[src/rtl/mux2a1_ochobits_condl1tx.sv]
// Two-lane to one-lane byte serializer running at twice the lane-word rate.
// Each lane pair is captured in PH_CAP, then emitted lane 0 first and lane 1 second.
module mux2a1_ochobits_condl1tx #(
  parameter logic [7:0] IDLE_WORD = 8'hBC,
  parameter int         COUNT_W   = 8
) (
  input  logic               clk_2f,
  input  logic               reset,
  input  logic               valid_in0,
  input  logic [7:0]         data_in0,
  input  logic               valid_in1,
  input  logic [7:0]         data_in1,
  output logic               valid_out,
  output logic [7:0]         data_out,
  output logic               phase,
  output logic [COUNT_W-1:0] word_count,
  output logic               lane_mismatch
);

  typedef enum logic {
    PH_CAP  = 1'b0,
    PH_SEND = 1'b1
  } phase_t;

  phase_t             state_r, state_nxt_s;
  logic               hold0_valid_r, hold0_valid_nxt_s;
  logic [7:0]         hold0_data_r, hold0_data_nxt_s;
  logic               hold1_valid_r, hold1_valid_nxt_s;
  logic [7:0]         hold1_data_r, hold1_data_nxt_s;
  logic               load_valid_s;
  logic [7:0]         load_data_s;
  logic               out_valid_r, out_valid_nxt_s;
  logic [7:0]         out_data_r, out_data_nxt_s;
  logic [COUNT_W-1:0] count_r, count_nxt_s;
  logic               mismatch_r, mismatch_nxt_s;

  // Saturating increment: the counter parks at all-ones instead of wrapping.
  function automatic logic [COUNT_W-1:0] sat_inc(input logic [COUNT_W-1:0] val);
    if (val == {COUNT_W{1'b1}}) begin
      sat_inc = val;
    end else begin
      sat_inc = val + COUNT_W'(1);
    end
  endfunction

  // Next-state, hold capture and slot selection.
  always_comb begin
    state_nxt_s       = state_r;
    hold0_valid_nxt_s = hold0_valid_r;
    hold0_data_nxt_s  = hold0_data_r;
    hold1_valid_nxt_s = hold1_valid_r;
    hold1_data_nxt_s  = hold1_data_r;
    mismatch_nxt_s    = mismatch_r;
    load_valid_s      = 1'b0;
    load_data_s       = 8'h00;
    case (state_r)
      PH_CAP: begin
        // Lane 1 of the previous pair leaves while the new pair is taken in.
        load_valid_s      = hold1_valid_r;
        load_data_s       = hold1_data_r;
        hold0_valid_nxt_s = valid_in0;
        hold0_data_nxt_s  = data_in0;
        hold1_valid_nxt_s = valid_in1;
        hold1_data_nxt_s  = data_in1;
        mismatch_nxt_s    = mismatch_r | (valid_in0 ^ valid_in1);
        state_nxt_s       = PH_SEND;
      end
      PH_SEND: begin
        load_valid_s = hold0_valid_r;
        load_data_s  = hold0_data_r;
        state_nxt_s  = PH_CAP;
      end
      default: begin
        state_nxt_s = PH_CAP;
      end
    endcase
    if (load_valid_s) begin
      out_valid_nxt_s = 1'b1;
      out_data_nxt_s  = load_data_s;
      count_nxt_s     = sat_inc(count_r);
    end else begin
      out_valid_nxt_s = 1'b0;
      out_data_nxt_s  = IDLE_WORD;
      count_nxt_s     = count_r;
    end
  end

  // State, hold and output registers; reset wins over everything.
  always_ff @(posedge clk_2f) begin
    if (reset) begin
      state_r       <= PH_CAP;
      hold0_valid_r <= 1'b0;
      hold0_data_r  <= 8'h00;
      hold1_valid_r <= 1'b0;
      hold1_data_r  <= 8'h00;
      out_valid_r   <= 1'b0;
      out_data_r    <= IDLE_WORD;
      count_r       <= {COUNT_W{1'b0}};
      mismatch_r    <= 1'b0;
    end else begin
      state_r       <= state_nxt_s;
      hold0_valid_r <= hold0_valid_nxt_s;
      hold0_data_r  <= hold0_data_nxt_s;
      hold1_valid_r <= hold1_valid_nxt_s;
      hold1_data_r  <= hold1_data_nxt_s;
      out_valid_r   <= out_valid_nxt_s;
      out_data_r    <= out_data_nxt_s;
      count_r       <= count_nxt_s;
      mismatch_r    <= mismatch_nxt_s;
    end
  end

  assign valid_out     = out_valid_r;
  assign data_out      = out_data_r;
  assign phase         = state_r;
  assign word_count    = count_r;
  assign lane_mismatch = mismatch_r;

endmodule

[config.mk]
export PLATFORM = sky130hd
export DESIGN_NAME = mux2a1_ochobits_condl1tx
export DESIGN_NICKNAME = d
export VERILOG_FILES = /design/src/rtl/mux2a1_ochobits_condl1tx.sv
export SDC_FILE = /design/constraint.sdc
export NUM_CORES = 1
export LEC_CHECK = 0
export ABC_CLOCK_PERIOD_IN_PS = 3720
export CORE_MARGIN = 3
export CORE_UTILIZATION = 30
export CTS_CLUSTER_SIZE = 28
export DETAILED_ROUTE_END_ITERATION = 7
export MAX_ROUTING_LAYER = met4
export SLEW_MARGIN = 15
export SYNTH_ARGS = -nofsm -noshare
export SYNTH_HDL_FRONTEND = slang
export SYNTH_SLANG_ARGS = --single-unit
[constraint.sdc]
create_clock -name clk_2f -period 3.72 [get_ports clk_2f]
set_input_delay 0.558 -clock clk_2f [delete_from_list [all_inputs] [get_ports clk_2f]]
set_output_delay 0.558 -clock clk_2f [all_outputs]
set_load 0.03 [all_outputs]
==> results of run 1 <==
[final cells by class]
type,count,area (sq um),area share
flip-flops and latches,37,741,0.383
multi-input cells,102,607,0.314
repair buffers,40,395,0.204
clock buffers,5,68.8,0.0356
well taps,52,65.1,0.0336
clock inverters,3,46.3,0.0239
inverters,3,11.3,0.00582
[final timing paths]
kind | startpoint | end | slack [ns] | cells past startpoint
hold / removal | hold1_data_r[0] | data_out[0] | 0.46 | 2
hold reg to reg | hold1_data_r[0] | data_out[0] | 0.46 | 2
setup / recovery | reset | data_out[3] | 1.62 | 5
setup reg to reg | phase | word_count[6] | 2.02 | 4
[Yosys cell counts, drive strengths merged, types with 2 or more instances]
master	n
nor2	13
nand3	7
a2111oi	2
nand2	26
a211oi	4
mux2i	12
dfxtp	37
inv	2
and3	3
nor2b	2
a41oi	2
buf	2
a21oi	16
nor3	2
clkbuf	4
nor4b	2
nand2b	3
mux2	3
[critical path: cells and delay by family]
kind / cells / cell delay [ns]
buffers and inverters: 3 / 1.41
AND/OR/NAND/NOR: 2 / 0.29
[stage by stage]
stage | hold slack (ns) | setup WS [ns] | cells
6_report | 0.455 | 1.62 | 242
2_1_floorplan | 0.436 | 2.10 | 148
4_1_cts | 0.451 | 1.58 | 242
5_1_grt | 0.478 | 1.48 | 242
3_3_place_gp | 0.450 | 1.38 | 234
3_5_place_dp | 0.453 | 1.27 | 234
[metal layers]
layer  vias up  track usage
li1        595            -
met3         2       0.0342
met4         0       0.0463
met2        22        0.192
met5         -            -
met1       528        0.156
[state kept, by name (all words and copies together), names as in the netlist, 8 cells and up]
register	cells
data_out	8
hold0_data_r	8
hold1_data_r	8
word_count	8
[cells by family (layout without fill, tap and decap cells)]
logic type / Yosys count / in the layout / share of synthesized area
adders and majority gates: 1 / 1 / 0.00904
muxes: 15 / 15 / 0.111
DFF: 37 / 37 / 0.535
buffers and inverters: 9 / 51 / 0.0262
and+or+nand+nor: 60 / 60 / 0.203
AOI/OAI and AO/OA: 25 / 25 / 0.109
xor gates and xnor gates: 1 / 1 / 0.00633
[power breakdown]
group / internal [W] / switching [W]
clock: 0.000200 / 0.000142
combinational: 0.0000512 / 0.0000548
sequential: 0.000417 / 0.00000931
==> results.md, run 1 <==
* Status: finished clean
* Yosys warning count at 0
* Ys async rst share at 0
* Worst Path Required at roughly 3.9 ns
* CP Class: in -> reg
* P per Cell Area at approximately 450 nW/um^2
* Iteration-0 DRC Markers at between 40 and 50
* Fmax at 475 MHz
* Ratio of cells with drive above 1 in the final layout at 0.0737
* # fillers at 414
* # clock sinks at 37
* Largest net degree at the start of global routing at 25
* Skew final at 0.00443 ns
* # rows at 24
* Met3 routed wirelength at 145 um
* Sequential area share after synthesis at 0.535
* Worst-skew pair later-pin latency at 0.28 ns
* Initial antenna violation count at 0
* Avg WL per Cell at 12.3 um
* Total power at 0.000875 W
* # setup viols final at 0
* Detailed placer's ending HPWL at 2160 um
* Final Hold Viols at 0
* Synth Net Count at 169
* CTS clk-pin slew, worst paths at around 0.080 ns
* Post-synth top area share at 0.535
* Num CTS Buffers at 5
* Critical Path Start Type: input port
* Netlist Area Pre-Place at 1380 sq um
* Root Driver: clkbuf_8
* DRT met1 WL at 1360 um
* Core ar. at around 4400 sq um
* Design area at around 1900 sq um
* Unrepaired setup endpoints after global routing: false
* Die height at 73.9 um
* Post-CTS Resized at 0
* Antenna viol nets, final at 0
* Final period util at 0.566
* Worst path arrival time at 2.26 ns
* Hold buffer count at CTS at 0
* Synth cell types at 25
* Yosys top cell by area: dfxtp_1
* Slowest cell on crit path: clkdlybuf4s50_1
* Slew Viols, Final at 0
* PortBufs at 38
* Initial Util at 0.313
* Remaining DRCs at 0
* Die area at 5460 sq um
* Mapped Cells at 148
* RePlAce Congestion at between 0.8 and 0.9
* End-of-flow core utilization at 0.438
* Commonest cells after routing, fill and taps aside: clkdlybuf4s50_1, dfxtp_1, nand2_1
* Die Width at 73.9 um
* Leak Pwr at 0.732 nW
* Syn_area_per_cell at ~9.4 sq um
* DR pass1 iterations at 4
* GR Overflow Total at 0
* Worst min-delay path class: reg -> reg
* Top layer in use: met4
* WL final at 2990 um
* Final Critical Period at between 2 and 2.5 ns
* Met2 WL at between 1000 and 1500 um
* Max-cap check violation count at 0
* Actual slew at the worst max-slew pin at 0.836 ns
* Peak VDD IR at about 250 uV
* First-pass GRT wire length at 5190 um
* Largest stage delay on the critical path at around 0.84 ns
* Total negative setup slack at 0 ns
* Post-placement cell area at between 1500 and 2000 sq um
* Total GRT Usage at 0.125
* Nets at 210
* Crit. End Element: flip-flop
* Cell breakdown of the critical path: clkdlybuf4s50_1, buf_4, nand2b_1, inv_1, nand3_1
* Commonest non-fill, non-tap cell in the layout: clkdlybuf4s50_1
* Main synth FF type: dfxtp_1
* CTS tree: built
* Post-CTS setup buffer count at 0
* Crit-path max FO at 24
* Clk buf depth at 2
* Seq cells post-synth at 37
* Top cells by area, synth: dfxtp_1, mux2i_1, nand2_1
* H-tree depth at 2
* Via Count at ~1100
* Post-synth EDFFs at 0
* Area Overhead vs Synth at 39.8%
* Worst slew margin at 0.441
* DR vias/cell at 4.74
* I/O pin total at 39
* Vias in the first global route at 1127
* Ant diodes at 0
(Power assumes the default switching activity.)
==> run 2: changes to the inputs <==
Settings changed: ABC_CLOCK_PERIOD_IN_PS 3720 to 2200.
Clock period 3.72 ns to 2.2 ns, I/O delays scaled along.
==> results.md, run 2 (same netlist as run 1, synthesis figures left out) <==
* I/O pin total at 39 (unchanged)
* Met2 WL at 1480 um (+1.4%)
* # clock sinks at 37 (unchanged)
* RePlAce Congestion at 0.768 (-8.3%)
* Ratio of cells with drive above 1 in the final layout at 0.0635 (-0.0102)
* Die area at 5460 sq um (unchanged)
* Detailed placer's ending HPWL at 2180 um (+1.0%)
* Post-placement cell area at 1820 sq um (unchanged)
* Area Overhead vs Synth at 37.7%
* # fillers at 433 (+4.6%)
* Slowest cell on crit path: clkdlybuf4s50_1
* Total GRT Usage at 0.123 (-0.00207)
* CP Buf/Inv Count at 1 (-2)
* Die height at 73.9 um (unchanged)
* CTS tree: built
* Met3 routed wirelength at 146 um (+0.69%)
* Final Hold Viols at 0 (unchanged)
* Core ar. at 4410 sq um (unchanged)
* Largest stage delay on the critical path at 0.72 ns (-0.12 ns)
* Nets at 210 (unchanged)
* Fmax at between 500 and 600 MHz
* Post-CTS setup buffer count at 0 (unchanged)
* Top layer in use: met4
* First-pass GRT wire length at 4910 um (-5.5%)
* H-tree depth at 2 (unchanged)
* Worst min-delay path class: reg -> reg
* DRT met1 WL at 1310 um (-3.5%)
* Vias in the first global route at 1109 (-1.6%)
* Ant diodes at 0 (unchanged)
* P per Cell Area at 719 nW/um^2 (+59%)
* Initial antenna violation count at 0 (unchanged)
* Slew Viols, Final at 0 (unchanged)
* Final period util at 0.806
* Worst hold stages at 2 (unchanged)
* Total negative setup slack at 0 ns (unchanged)
* WL final at 3050 um (+2.1%)
* Max-cap check violation count at 0 (unchanged)
* Reg area at 741 sq um (unchanged)
* Commonest cells after routing, fill and taps aside: clkdlybuf4s50_1, dfxtp_1, nand2_1
* Status: finished clean
* Crit. End Element: output pin
* Via Count at 1178 (+2.7%)
* Crit-path max FO at 7 (-71%)
* Hold buffer count at CTS at 0 (unchanged)
* DR pass1 iterations at 4 (unchanged)
* Largest net degree at the start of global routing at 26 (+4.0%)
* Initial Util at 0.313 (unchanged)
* Clk buf depth at 2 (unchanged)
* CP Class: reg -> out
* Total power at 0.00137 W (+57%)
* Critical Path Start Type: flip-flop
* # setup viols final at 0 (unchanged)
* Die Width at 73.9 um (unchanged)
* Root Driver: clkbuf_8
* Hold EP: data_out[0]
* Avg WL per Cell at 12.7 um (+2.6%)
* Num CTS Buffers at 5 (unchanged)
* Cell breakdown of the critical path: clkdlybuf4s50_1
* Peak VDD IR at 310 uV (+26%)
* Unrepaired setup endpoints after global routing: false
* CTS clk-pin slew, worst paths at 0.07 ns (about the same)
* Design area at 1910 sq um (-1.5%)
* GR Overflow Total at 0 (unchanged)
* CP top delay family: buffers and inverters
* Setup slack, reg-to-reg at 0.60 ns (-1.42 ns)
* Post-CTS Resized at 0 (unchanged)
* Final Critical Period at 1.77 ns
* Worst r2r path cells at 4 (unchanged)
* Worst-skew pair later-pin latency at 0.29 ns (about the same)
* DR vias/cell at 4.89 (+3.1%)
* PortBufs at 38 (unchanged)
* HP Start: hold1_data_r[0]
* R2R Path End: word_count[0]
* Iteration-0 DRC Markers at 64 (+56%)
* Remaining DRCs at 0 (unchanged)
* Leak Pwr at 0.722 nW (-1.4%)
* Worst slew margin at 0.657 (+0.215)
* Actual slew at the worst max-slew pin at 0.501 ns (-0.335 ns)
* Worst path arrival time at 1.44 ns (-0.82 ns)
* R2r startpoint: word_count[0]
* Commonest non-fill, non-tap cell in the layout: clkdlybuf4s50_1
* # rows at 24 (unchanged)
* Multi-input gate area at 607 sq um (unchanged)
* Skew final at 0.00620 ns (+0.00177 ns)
* Antenna viol nets, final at 0 (unchanged)
* Worst Path Required at 1.87 ns (-2.01 ns)
## run 2: changes by cell type in the layout (fill, tap and decap cells not counted), sizes merged
cell,change
bufinv,-1
clkinvlp,-1
clkbuf,+2
clkinv,-1
## run 2: where the power goes
part | switching, W | internal (W) | leakage, nW | total (W)
Clock | 0.000223 | 0.000248 | 0.0443 | 0.000471
Sequential | 0.0000163 | 0.000705 | 0.304 | 0.000721
Combinational | 0.0000922 | 0.0000864 | 0.373 | 0.000179
Total | 0.000331 | 0.00104 | 0.722 | 0.00137
## run 2: how the worst max path moves through the flow
stage	cells past startpoint	end	start	slack (ns)
6_report	1	word_count[3]	word_count[3]	0.43
2_1_floorplan	4	word_count[6]	word_count[0]	0.58
3_5_place_dp	4	data_out[7]	reset	0.59
5_1_grt	1	word_count[3]	word_count[3]	0.34
4_1_cts	1	word_count[3]	word_count[3]	0.41
3_3_place_gp	4	data_out[7]	reset	0.62
## run 2: routing by layer
metal | vias to the layer above | global-route usage
li1 | 595 | -
met1 | 539 | 0.140
met2 | 35 | 0.188
met3 | 9 | 0.0342
met4 | 0 | 0.0805
met5 | - | -
## run 2: layout make-up
class,count,share of cell area
clock buffer,7,0.0453
inverter,3,0.00591
multi-input combinational,102,0.318
sequential,37,0.389
tap,52,0.0341
timing repair buffer,40,0.207
## run 2: worst min-delay path: stages (launching register included)
cell and delay [ns]:
dfxtp_1 0.31, nand2_1 0.05, a21oi_1 0.06
## run 2: stage by stage
stage          cells   util  setup slack, ns  hold slack, ns
6_report         241  0.432            0.427           0.471
5_1_grt          241  0.432            0.343           0.482
4_1_cts          241  0.432            0.414           0.473
3_5_place_dp     234  0.412            0.586           0.460
3_3_place_gp     234  0.412            0.618           0.453
2_1_floorplan    148      -            0.578           0.436
